File: src/rtl/stack_ctrl.sv
// Stack access sequencer: owns the stack pointer and turns push/pop requests
// into single-word data-memory accesses with a ready handshake.
module stack_ctrl #(
  parameter int unsigned DATA_W    = 32,
  parameter int unsigned ADDR_W    = 32,
  parameter int unsigned DEPTH     = 16,
  parameter int unsigned BASE_ADDR = 8
) (
  input  logic                         clk,
  input  logic                         rst,
  input  logic                         req,
  input  logic                         op,
  input  logic [DATA_W-1:0]            wdata,
  input  logic                         mem_ready,
  input  logic [DATA_W-1:0]            mem_rdata,
  output logic [ADDR_W-1:0]            mem_addr,
  output logic [DATA_W-1:0]            mem_wdata,
  output logic                         mem_wr,
  output logic                         mem_rd,
  output logic [DATA_W-1:0]            rdata,
  output logic [$clog2(DEPTH+1)-1:0]   sp,
  output logic                         full,
  output logic                         empty,
  output logic                         busy,
  output logic                         done,
  output logic                         err
);

  localparam int unsigned SP_W = $clog2(DEPTH + 1);

  typedef enum logic [1:0] {
    ST_IDLE  = 2'd0,
    ST_WRITE = 2'd1,
    ST_READ  = 2'd2
  } state_t;

  state_t              state_q, state_d;
  logic [SP_W-1:0]     sp_q, sp_d;
  logic [ADDR_W-1:0]   addr_q, addr_d;
  logic [DATA_W-1:0]   wdata_q, wdata_d;
  logic [DATA_W-1:0]   rdata_q, rdata_d;
  logic                wr_q, wr_d;
  logic                rd_q, rd_d;
  logic                done_q, done_d;
  logic                err_q, err_d;
  logic                full_c, empty_c;
  logic [ADDR_W-1:0]   top_addr_c;

  assign full_c     = (sp_q == SP_W'(DEPTH));
  assign empty_c    = (sp_q == '0);
  assign top_addr_c = ADDR_W'(BASE_ADDR) + ADDR_W'(sp_q);

  // Next-state and registered-output logic
  always_comb begin
    state_d = state_q;
    sp_d    = sp_q;
    addr_d  = addr_q;
    wdata_d = wdata_q;
    rdata_d = rdata_q;
    wr_d    = wr_q;
    rd_d    = rd_q;
    done_d  = 1'b0;
    err_d   = 1'b0;

    unique case (state_q)
      ST_IDLE: begin
        if (req) begin
          if (!op) begin
            if (full_c) begin
              done_d = 1'b1;
              err_d  = 1'b1;
            end else begin
              wdata_d = wdata;
              addr_d  = top_addr_c;
              wr_d    = 1'b1;
              state_d = ST_WRITE;
            end
          end else begin
            if (empty_c) begin
              done_d = 1'b1;
              err_d  = 1'b1;
            end else begin
              addr_d  = top_addr_c - ADDR_W'(1);
              rd_d    = 1'b1;
              state_d = ST_READ;
            end
          end
        end
      end

      ST_WRITE: begin
        if (mem_ready) begin
          sp_d    = sp_q + SP_W'(1);
          wr_d    = 1'b0;
          done_d  = 1'b1;
          state_d = ST_IDLE;
        end
      end

      ST_READ: begin
        if (mem_ready) begin
          rdata_d = mem_rdata;
          sp_d    = sp_q - SP_W'(1);
          rd_d    = 1'b0;
          done_d  = 1'b1;
          state_d = ST_IDLE;
        end
      end

      default: begin
        wr_d    = 1'b0;
        rd_d    = 1'b0;
        state_d = ST_IDLE;
      end
    endcase
  end

  // Reset aborts any access in flight; sp is left at its reset value
  always_ff @(posedge clk or negedge rst) begin
    if (!rst) begin
      state_q <= ST_IDLE;
      sp_q    <= '0;
      addr_q  <= '0;
      wdata_q <= '0;
      rdata_q <= '0;
      wr_q    <= 1'b0;
      rd_q    <= 1'b0;
      done_q  <= 1'b0;
      err_q   <= 1'b0;
    end else begin
      state_q <= state_d;
      sp_q    <= sp_d;
      addr_q  <= addr_d;
      wdata_q <= wdata_d;
      rdata_q <= rdata_d;
      wr_q    <= wr_d;
      rd_q    <= rd_d;
      done_q  <= done_d;
      err_q   <= err_d;
    end
  end

  assign mem_addr  = addr_q;
  assign mem_wdata = wdata_q;
  assign mem_wr    = wr_q;
  assign mem_rd    = rd_q;
  assign rdata     = rdata_q;
  assign sp        = sp_q;
  assign full      = full_c;
  assign empty     = empty_c;
  assign busy      = (state_q != ST_IDLE);
  assign done      = done_q;
  assign err       = err_q;

endmodule

File: config.mk
export PLATFORM = sky130hd
export DESIGN_NAME = stack_ctrl
export DESIGN_NICKNAME = d
export VERILOG_FILES = /design/src/rtl/stack_ctrl.sv
export SDC_FILE = /design/constraint.sdc
export NUM_CORES = 1
export LEC_CHECK = 0
export CORE_MARGIN = 2
export CORE_UTILIZATION = 41
export DETAILED_ROUTE_END_ITERATION = 7
export GPL_TIMING_DRIVEN = 0
export HOLD_SLACK_MARGIN = 0.05
export PLACE_DENSITY_LB_ADDON = 0.15
export SYNTH_ARGS = -nofsm -noshare
export SYNTH_HDL_FRONTEND = slang
export SYNTH_SLANG_ARGS = --single-unit
File: constraint.sdc
create_clock -name clk -period 2.6 [get_ports clk]
set_clock_uncertainty 0.1 [all_clocks]
set_input_delay 0.39 -clock clk [delete_from_list [all_inputs] [get_ports clk]]
set_output_delay 0.39 -clock clk [all_outputs]
set_load 0.05 [all_outputs]
==> results.md, run 1 <==
* Status: finished clean
* Rows at 34
* # H-tree levels at 3
* Count of cell types in the netlist at 32
* Crit end category: output pin
* First-pass GRT wire length at 13700 um
* Post-Route WL at 8204 um
* Initial antenna violation count at 0
* Hold Crit Class: flip-flop to flip-flop
* Crit path arrival time at 1.97 ns
* Power Density at 1486 nW/um^2
* CTS buffer count at 9
* Total track usage at 0.1749
* TritonRoute pass-1 iters at 4
* Crit share post-route at 0.9470
* Met3 GRT Util at 0.05887
* Vias per cell at 4.661
* Final min period at 2.462 ns
* Die Span Y at 98.45 um
* Remaining DRCs at 0
* Leak pwr at 2.561 nW
* Pre-CTS setup slack at -0.01499 ns
* Critical Path Source Type: flip-flop
* Ports at 177
* WP data required at 2.11 ns
* Port-buffer cells at 176
* Placed inst area at 5579 um^2
* Core ar. at 8678 um^2
* CTS root buffer: clkbuf_8
* Starting Density at 0.4214
* Slew HR at 0.6400
* Critical-path maximum fanout at 27
* RSZ-0062 raised after global routing: false
* Worst r2r dst: sp[4]
* M2 GR Usage at 0.2904
* Post-synthesis sequential element count at 82
* Critical Path Max Stage Delay at 0.80 ns
* Sink Count at 82
* Chip width at 98.45 um
* Design Area, Final at 5837 um^2
* Detail Route Antenna Nets at 0
* Worst Setup Path Type: flip-flop to output pin
* Drt initial violations at 48
* P&R area growth vs syn at 59.60%
* Worst path slowest cell: clkdlybuf4s50_1
* Clock network latency to the later pin of the worst-skew pair at 0.34 ns
* Gp weighted congestion at 0.7356
* TritonCTS clock tree: built
* Total power draw at 8.671 mW
* Most used routing layer: met2
* Vias in the first global route at 2852
* Area leader, netlist: dfrtp_1
* R2R cell count at 7
* VDD IR max at 0.8822 mV
* Max-slew violations at 0
* # setup viols final at 0
* Die Area at 9691 um^2
* Hold path start: mem_addr[0]
* Clk buf depth at 2
* Final hold vios at 0
* CTS clk-pin slew, worst paths at 0.08 ns
* Commonest non-fill, non-tap cell in the layout: clkdlybuf4s50_1
* Dpl hpwl at 6253 um
* Final core occ at 0.6726
* Reg-to-reg setup timing slack at 0.38 ns
* Reg2reg start: state_q[0]
* # diodes at 0
* Worst Tran Pin Value at 0.5364 ns
* Syn_area_per_cell at 13.50 um^2
* Hold EP: mem_addr[0]
* Worst Slack Setup Final at 0.1379 ns
* GRT overflow at 0
* Synthesized area at 3657 um^2
* Fin Hold WS at 0.3837 ns
* Yosys Warn Count at 0
* Largest net degree at the start of global routing at 57
* Crit-path cells: buf_4, clkdlybuf4s50_1
* Layout cells sized above 1 at 0.2581
* Min-Delay Path Depth at 2
* Mapped Nets at 352
* Register area share after synthesis at 0.5611
* Final-stage net count at 542
* Peak Freq at 406.2 MHz
* Top post-synthesis cells by area: dfrtp_1, mux2_2, buf_4, ha_1, nand2_1
* Max cap viols at 0
* DR vias at 2671
* Routing usage on met1 at 0.2195
* Yosys top cell area share at 0.5611
* Synth Instances at 271
* WL/cell at 14.32 um
* Most frequent cells in the layout: clkdlybuf4s50_1, dfrtp_1, mux2_2, buf_4, nand2_1
where the power goes:
| group | switching [mW] | internal (mW) | total (mW) | leakage [nW] |
|---|---|---|---|---|
| registers | 0.409 | 1.90 | 2.31 | 0.985 |
| logic | 3.28 | 1.98 | 5.26 | 1.46 |
| clock network | 0.440 | 0.657 | 1.10 | 0.118 |
worst max path at each step:
stage	startpoint	slack (ns)	endpoint	depth (start not counted)
floorplan	sp[0]	0.14	mem_wdata[10]	7
global placement	rst	-1.96	rdata[21]	1
detailed placement	sp[0]	-0.01	full	5
CTS	state_q[0]	0.002	busy	4
global route	sp[1]	0.04	empty	6
finish	mem_addr[30]	0.14	mem_addr[19]	2
stage by stage:
stage,cells,TNS (ns)
after floorplan,271,0
after global placement,555,-160.53
after detailed placement,556,-0.01499
after CTS,572,0
after global routing,573,0
final,573,0
critical path, delay by kind of cell, from the launching register on:
family	cells	cell delay, ns
buffers and inverters	2	0.99
flip-flops	1	0.64
what timing repair did:
action,in CTS,in global routing
hold buffers,1,0
hold endpoints to repair,26,0
gates resized for setup,7,5
setup buffers,0,1
endpoints found under the setup margin,28,3
logic make-up (layout without fill, tap and decap cells):
| family | Yosys count | after routing | synth area share |
|---|---|---|---|
| compound gates | 30 | 30 | 0.04961 |
| xor+xnor | 9 | 9 | 0.02155 |
| fa+ha+maj | 12 | 12 | 0.04311 |
| buf+inv | 45 | 239 | 0.07937 |
| flops | 82 | 82 | 0.5611 |
| mux | 66 | 66 | 0.2029 |
| simple gates | 27 | 27 | 0.04243 |
flip-flops by register name (all words and copies together) (netlist names):
signal and cells:
sp 5, done 1, mem_wr 1, rdata 32, mem_wdata 32, mem_addr 7, state_q 2, mem_rd 1
err 1
routing by layer:
metal / vias up / wire length (um)
met1: 1264 / 3448
met2: 116 / 3967
met3: 7 / 737
li1: 1284 / -
met5: - / 0
met4: 0 / 51
layout make-up:
| type | count | area, um^2 |
|---|---|---|
| Buffer | 33 | 245.2 |
| Timing Repair Buffer | 179 | 1802 |
| Clock buffer | 10 | 137.6 |
| Tap cell | 108 | 135.1 |
| Fill cell | 671 | 2841 |
| Multi-Input combinational cell | 144 | 1315 |
| Sequential cell | 82 | 2054 |
| Clock inverter | 5 | 102.6 |
| Inverter | 12 | 45.04 |
cells in the mapped netlist:
cell type and instances:
dfrtp_1 82, mux2_2 64, buf_4 26, nand2_1 15
inv_1 12, ha_1 11, o21ai_0 10, a21oi_1 8
xnor2_1 5, nand3_1 4, xor2_1 4, a21o_1 3
buf_1 3, buf_6 3, o31ai_1 3, a22o_1 2
a31oi_1 1, a41oi_1 1, and2_1 1, and2_4 1
buf_2 1, fa_1 1, mux2_1 1, mux2i_1 1
nand4_1 1, nor2_1 1, nor2b_1 1, nor3_4 1
nor3b_4 1, nor4_2 1, o21ai_1 1, o2bb2ai_1 1
No activity file was read; power rests on OpenSTA's default activity.
==> run 2: changes to the inputs <==
GPL_TIMING_DRIVEN = 1   (was 0)
==> results.md, run 2 (synthesis results as in run 1) <==
* Final min period at 2.329 ns (was 2.462 ns)
* TritonRoute pass-1 iters at 3 (was 4)
* Crit share post-route at 0.8956 (was 0.9470)
* Total track usage at 0.1675 (was 0.1749)
* Net Sw Power at 4.143 mW (was 4.127 mW)
* Die Area at 9691 um^2 (unchanged)
* Critical Path Source Type: flip-flop (unchanged)
* # H-tree levels at 3 (unchanged)
* Rows at 34 (unchanged)
* FILL cells at 690 (was 671)
* Min-Delay Path Depth at 2 (unchanged)
* VDD IR max at 0.6946 mV (was 0.8822 mV)
* Die Span Y at 98.45 um (unchanged)
* Dpl hpwl at 5920 um (was 6253 um)
* Worst path bufs/invs at 1 (was 2)
* Critical-path maximum fanout at 27 (unchanged)
* Leak pwr at 2.369 nW (was 2.561 nW)
* Port-buffer cells at 176 (unchanged)
* Post-route setup TNS at 0 ns (unchanged)
* Final-stage net count at 513 (was 542)
* Chip width at 98.45 um (unchanged)
* Worst path slowest cell: clkdlybuf4s50_1 (unchanged)
* DR vias at 2631 (was 2671)
* CTS root buffer: clkbuf_8 (unchanged)
* Max cap viols at 0 (unchanged)
* Core ar. at 8678 um^2 (unchanged)
* Hold Crit Class: flip-flop to flip-flop (unchanged)
* Area of the multi-input gates at 1315 um^2 (unchanged)
* P&R area growth vs syn at 51.97% (was 59.60%)
* CTS clk-pin slew, worst paths at 0.08 ns (about the same)
* RSZ-0062 raised after global routing: false (unchanged)
* Clock power share at 0.100 (was 0.127)
* Total power draw at 8.335 mW (was 8.671 mW)
* Worst Setup Path Type: flip-flop to output pin (unchanged)
* Crit end category: output pin (unchanged)
* Sequential share of power at 0.277 (was 0.267)
* Reg-to-reg setup timing slack at 0.39 ns (was 0.38 ns)
* Clk buf depth at 2 (unchanged)
* Hold EP: mem_addr[4] (was mem_addr[0])
* Vias in the first global route at 2666 (was 2852)
* GRT overflow at 0 (unchanged)
* Setup bufs post-CTS at 0 (unchanged)
* TritonCTS clock tree: built (unchanged)
* # diodes at 0 (unchanged)
* Stages on worst setup path at 1 (was 2)
* Crit-path cells: clkdlybuf4s50_1 (was buf_4, clkdlybuf4s50_1)
* Most frequent cells in the layout: clkdlybuf4s50_1, dfrtp_1, mux2_2, nand2_1, inv_1 (was clkdlybuf4s50_1, dfrtp_1, mux2_2, buf_4, nand2_1)
* Post-Route WL at 7939 um (was 8204 um)
* Starting Density at 0.4214 (unchanged)
* Detail Route Antenna Nets at 0 (unchanged)
* Initial antenna violation count at 0 (unchanged)
* WP data required at 2.11 ns (about the same)
* R2R cell count at 7 (unchanged)
* Sw Share at 0.4970 (was 0.4759)
* Largest net degree at the start of global routing at 40 (was 57)
* Gp weighted congestion at 0.8035 (was 0.7356)
* Clock network latency to the later pin of the worst-skew pair at 0.35 ns (was 0.34 ns)
* Ports at 177 (unchanged)
* First-pass GRT wire length at 12970 um (was 13700 um)
* Sink Count at 82 (unchanged)
* Peak Freq at 429.5 MHz (was 406.2 MHz)
* Pint at 4.193 mW (was 4.544 mW)
* Dpl cells at 528 (was 556)
* Critical Path Max Stage Delay at 0.88 ns (was 0.80 ns)
* Comb pwr share at 0.623 (was 0.607)
* Drt initial violations at 68 (was 48)
* Max-slew violations at 0 (unchanged)
* Slew HR at 0.6318 (was 0.6400)
* Register area at 2053 um^2 (was 2054 um^2)
* Hold path start: mem_addr[4] (was mem_addr[0])
* Status: finished clean (unchanged)
* Power Density at 1500 nW/um^2 (was 1486 nW/um^2)
* Worst Tran Pin Value at 0.5505 ns (was 0.5364 ns)
* Worst r2r dst: mem_wdata[30] (was sp[4])
* WL/cell at 14.57 um (was 14.32 um)
* Remaining DRCs at 0 (unchanged)
* Layout cells sized above 1 at 0.2151 (was 0.2581)
* Commonest non-fill, non-tap cell in the layout: clkdlybuf4s50_1 (unchanged)
* Post-Layout Cell Count at 545 (was 573)
* Reg2reg start: sp[0] (was state_q[0])
* CP top delay family: buffers and inverters (unchanged)
* Vias per cell at 4.828 (was 4.661)
* Final hold vios at 0 (unchanged)
* Crit path arrival time at 1.84 ns (was 1.97 ns)
* # setup viols final at 0 (unchanged)
* CTS buffer count at 9 (unchanged)
-- run 2: changes by cell type in the layout (fill, tap and decap cells not counted), moves of 2 or more --
| cell | delta |
|---|---|
| buf_6 | -3 |
| inv_6 | +2 |
| buf_12 | +2 |
| bufinv_16 | -3 |
| clkinv_4 | +2 |
| buf_4 | -20 |
| buf_1 | -3 |
| buf_2 | -2 |
-- run 2: worst max path at each step --
stage,start,to
3_3_place_gp,op,mem_addr[3]
6_report,mem_addr[30],mem_addr[24]
4_1_cts,mem_addr[30],mem_addr[13]
2_1_floorplan,sp[0],mem_wdata[10]
3_5_place_dp,op,mem_addr[0]
5_1_grt,sp[0],empty
-- run 2: layer usage --
layer  GRT usage  vias up  routed length (um)
met1      0.2179     1270                3402
met4     0.06322        0                 116
met2      0.2517      115                3668
li1            -     1236                   -
met5           0        -                   0
met3     0.07021       10                 752
-- run 2: power by group through the flow --
stage | Sequential (mW) | Combinational, mW | Clock (mW)
final | 2.31 | 5.19 | 0.836
after global routing | 2.41 | 5.44 | 0.938
after CTS | 2.32 | 5.24 | 0.871
after detailed placement | 2.34 | 5.23 | 0
after global placement | 2.31 | 5.18 | 0
after floorplan | 4.46 | 1.39 | 0
-- run 2: metrics by stage --
step	hold slack, ns	instance area, um^2	util	worst slack [ns]
2_1_floorplan	-0.005591	3657	-	0.1371
3_3_place_gp	0.2944	5369	0.6187	0.4238
3_5_place_dp	0.3035	5369	0.6187	0.3220
4_1_cts	0.3936	5558	0.6404	0.2341
5_1_grt	0.4233	5558	0.6404	0.1069
6_report	0.3908	5558	0.6404	0.2715
-- run 2: area by class of cell --
class                           count  share of cell area
Sequential cell                    82              0.3694
Timing Repair Buffer              183              0.3296
Multi-Input combinational cell    144              0.2366
Tap cell                          108             0.02431
Clock buffer                       10             0.02296
Clock inverter                      6            0.009005
Inverter                           12            0.008104
-- run 2: timing repair --
item,CTS,global route
gates resized for setup,1,0
endpoints found under the hold margin,37,0
hold buffers,1,0
endpoints found under the setup margin,2,0
==> run 3: changes to the inputs <==
CORE_ASPECT_RATIO = 1.75   (was not set)
==> results.md, run 3 (synthesis results as in run 1) <==
* Worst Slack Setup Final at 0.2872 ns (was 0.2715 ns)
* Most frequent CP cell: inv_1
* Die Span Y at 128.9 um (was 98.45 um)
* Final core occ at 0.6613 (was 0.6404)
* Critical Path Max Stage Delay at 0.49 ns (was 0.88 ns)
* Worst Setup Path Type: flip-flop to output pin (unchanged)
* First-pass GRT wire length at 12770 um (was 12970 um)
* Ports at 177 (unchanged)
* Vias in the first global route at 2663 (was 2666)
* P&R area growth vs syn at 56.79% (was 51.97%)
* Largest net degree at the start of global routing at 45 (was 40)
* Post-Route WL at 8167 um (was 7939 um)
* Slew HR at 0.6419 (was 0.6318)
* Crit share post-route at 0.8895 (was 0.8956)
* Layout cells sized above 1 at 0.2110 (was 0.2151)
* Initial antenna violation count at 0 (unchanged)
* Detail Route Antenna Nets at 0 (unchanged)
* Drt initial violations at 94 (was 68)
* RSZ-0062 raised after global routing: false (unchanged)
* TritonCTS clock tree: built (unchanged)
* Dpl hpwl at 6064 um (was 5920 um)
* Gp weighted congestion at 0.7711 (was 0.8035)
* Commonest non-fill, non-tap cell in the layout: clkdlybuf4s50_1 (unchanged)
* Clock network latency to the later pin of the worst-skew pair at 0.33 ns (was 0.35 ns)
* CTS root buffer: clkbuf_16 (was clkbuf_8)
* FILL cells at 714 (was 690)
* Peak Freq at 432.4 MHz (was 429.5 MHz)
* # diodes at 0 (unchanged)
* WP data required at 2.11 ns (about the same)
* Critical Path Source Type: flip-flop (unchanged)
* GRT overflow at 0 (unchanged)
* Leak pwr at 2.454 nW (was 2.369 nW)
* Rows at 45 (was 34)
* DR vias at 2580 (was 2631)
* CTS buffer count at 9 (unchanged)
* Crit end category: output pin (unchanged)
* Crit path arrival time at 1.82 ns (was 1.84 ns)
* Status: finished clean (unchanged)
* Die Area at 9721 um^2 (was 9691 um^2)
* Clk buf depth at 2 (unchanged)
* # setup viols final at 0 (unchanged)
* CP top delay family: flip-flops (was buffers and inverters)
* Post-route setup TNS at 0 ns (unchanged)
* Max-slew violations at 0 (unchanged)
* Vias per cell at 4.665 (was 4.828)
* TritonRoute pass-1 iters at 4 (was 3)
* Final min period at 2.313 ns (was 2.329 ns)
* Worst path bufs/invs at 3 (was 1)
* Final-stage net count at 512 (was 513)
* CTS clk-pin slew, worst paths at 0.06 ns (was 0.08 ns)
* Port-buffer cells at 176 (unchanged)
* WL/cell at 14.77 um (was 14.57 um)
* Core ar. at 8671 um^2 (was 8678 um^2)
* Hold Crit Class: flip-flop to flip-flop (unchanged)
* Worst Tran Pin Value at 0.5355 ns (was 0.5505 ns)
* Crit-path cells: inv_1, ha_1, nor3b_4, nand2_1, inv_1, buf_12 (was clkdlybuf4s50_1)
* Most frequent cells in the layout: clkdlybuf4s50_1, dfrtp_1, mux2_2, nand2_1, inv_1 (unchanged)
* # H-tree levels at 3 (unchanged)
* Starting Density at 0.4218 (was 0.4214)
* Critical-path maximum fanout at 7 (was 27)
* Worst path slowest cell: dfrtp_1 (was clkdlybuf4s50_1)
* Chip width at 75.40 um (was 98.45 um)
* Power Density at 1549 nW/um^2 (was 1500 nW/um^2)
* Remaining DRCs at 0 (unchanged)
* Total track usage at 0.1736 (was 0.1675)
* VDD IR max at 0.8408 mV (was 0.6946 mV)
* Sink Count at 82 (unchanged)
* Pre-CTS setup slack at 0.3759 ns (was 0.3220 ns)
* Max cap viols at 0 (unchanged)
* Final hold vios at 0 (unchanged)
-- run 3: what timing repair did --
item,4_1_cts,5_1_grt
setup buffers,0,0
resized for setup,0,2
hold endpoints to repair,38,0
hold buffers,1,0
setup endpoints to repair,0,27
-- run 3: worst paths after layout --
kind                        startpoint             to  slack [ns]  cells past startpoint
max                              sp[0]          empty        0.29                      6
min                        mem_addr[3]    mem_addr[3]        0.38                      2
max reg2reg                      sp[0]  mem_wdata[29]        0.42                      7
min reg2reg                mem_addr[3]    mem_addr[3]        0.38                      2
max in group asynchronous          rst   mem_addr[30]        1.28                      3
min in group asynchronous          rst      rdata[19]        0.46                      2
-- run 3: power by group --
group	internal (mW)	leakage, nW	switching, mW	total [mW]
clock	0.864	0.156	0.489	1.35
combinational	1.95	1.31	3.27	5.22
sequential	1.91	0.986	0.402	2.31
-- run 3: worst register-to-register path, stage by stage, from the launching register on --
cell	delay, ns
dfrtp_1	0.52
inv_1	0.08
ha_1	0.23
nor3b_4	0.18
and2_4	0.20
nor3_4	0.15
buf_12	0.22
mux2_2	0.38
-- run 3: per-stage QoR --
stage	cell area (um^2)	std cells	hold WS (ns)	power, mW
floorplan	3657	271	-0.005591	5.847
global placement	5400	536	0.2953	7.510
detailed placement	5400	536	0.3014	7.598
CTS	5731	553	0.3874	8.985
global route	5734	553	0.3937	9.322
finish	5734	553	0.3783	8.883
-- run 3: layout make-up --
cell class / count / area (um^2) / area share
repair buffers: 182 / 1854 / 0.3234
clock buffers: 11 / 242.7 / 0.04233
inverters: 12 / 45.04 / 0.007855
flip-flops and latches: 82 / 2053 / 0.3581
well taps: 117 / 146.4 / 0.02553
clock inverters: 5 / 77.57 / 0.01353
multi-input cells: 144 / 1315 / 0.2293
-- run 3: metal layers --
layer,GRT usage,vias up,part of all wire
li1,-,1229,-
met1,0.1954,1220,0.38
met2,0.2895,119,0.52
met3,0.05795,12,0.086
met4,0.08050,0,0.019
met5,0,-,0
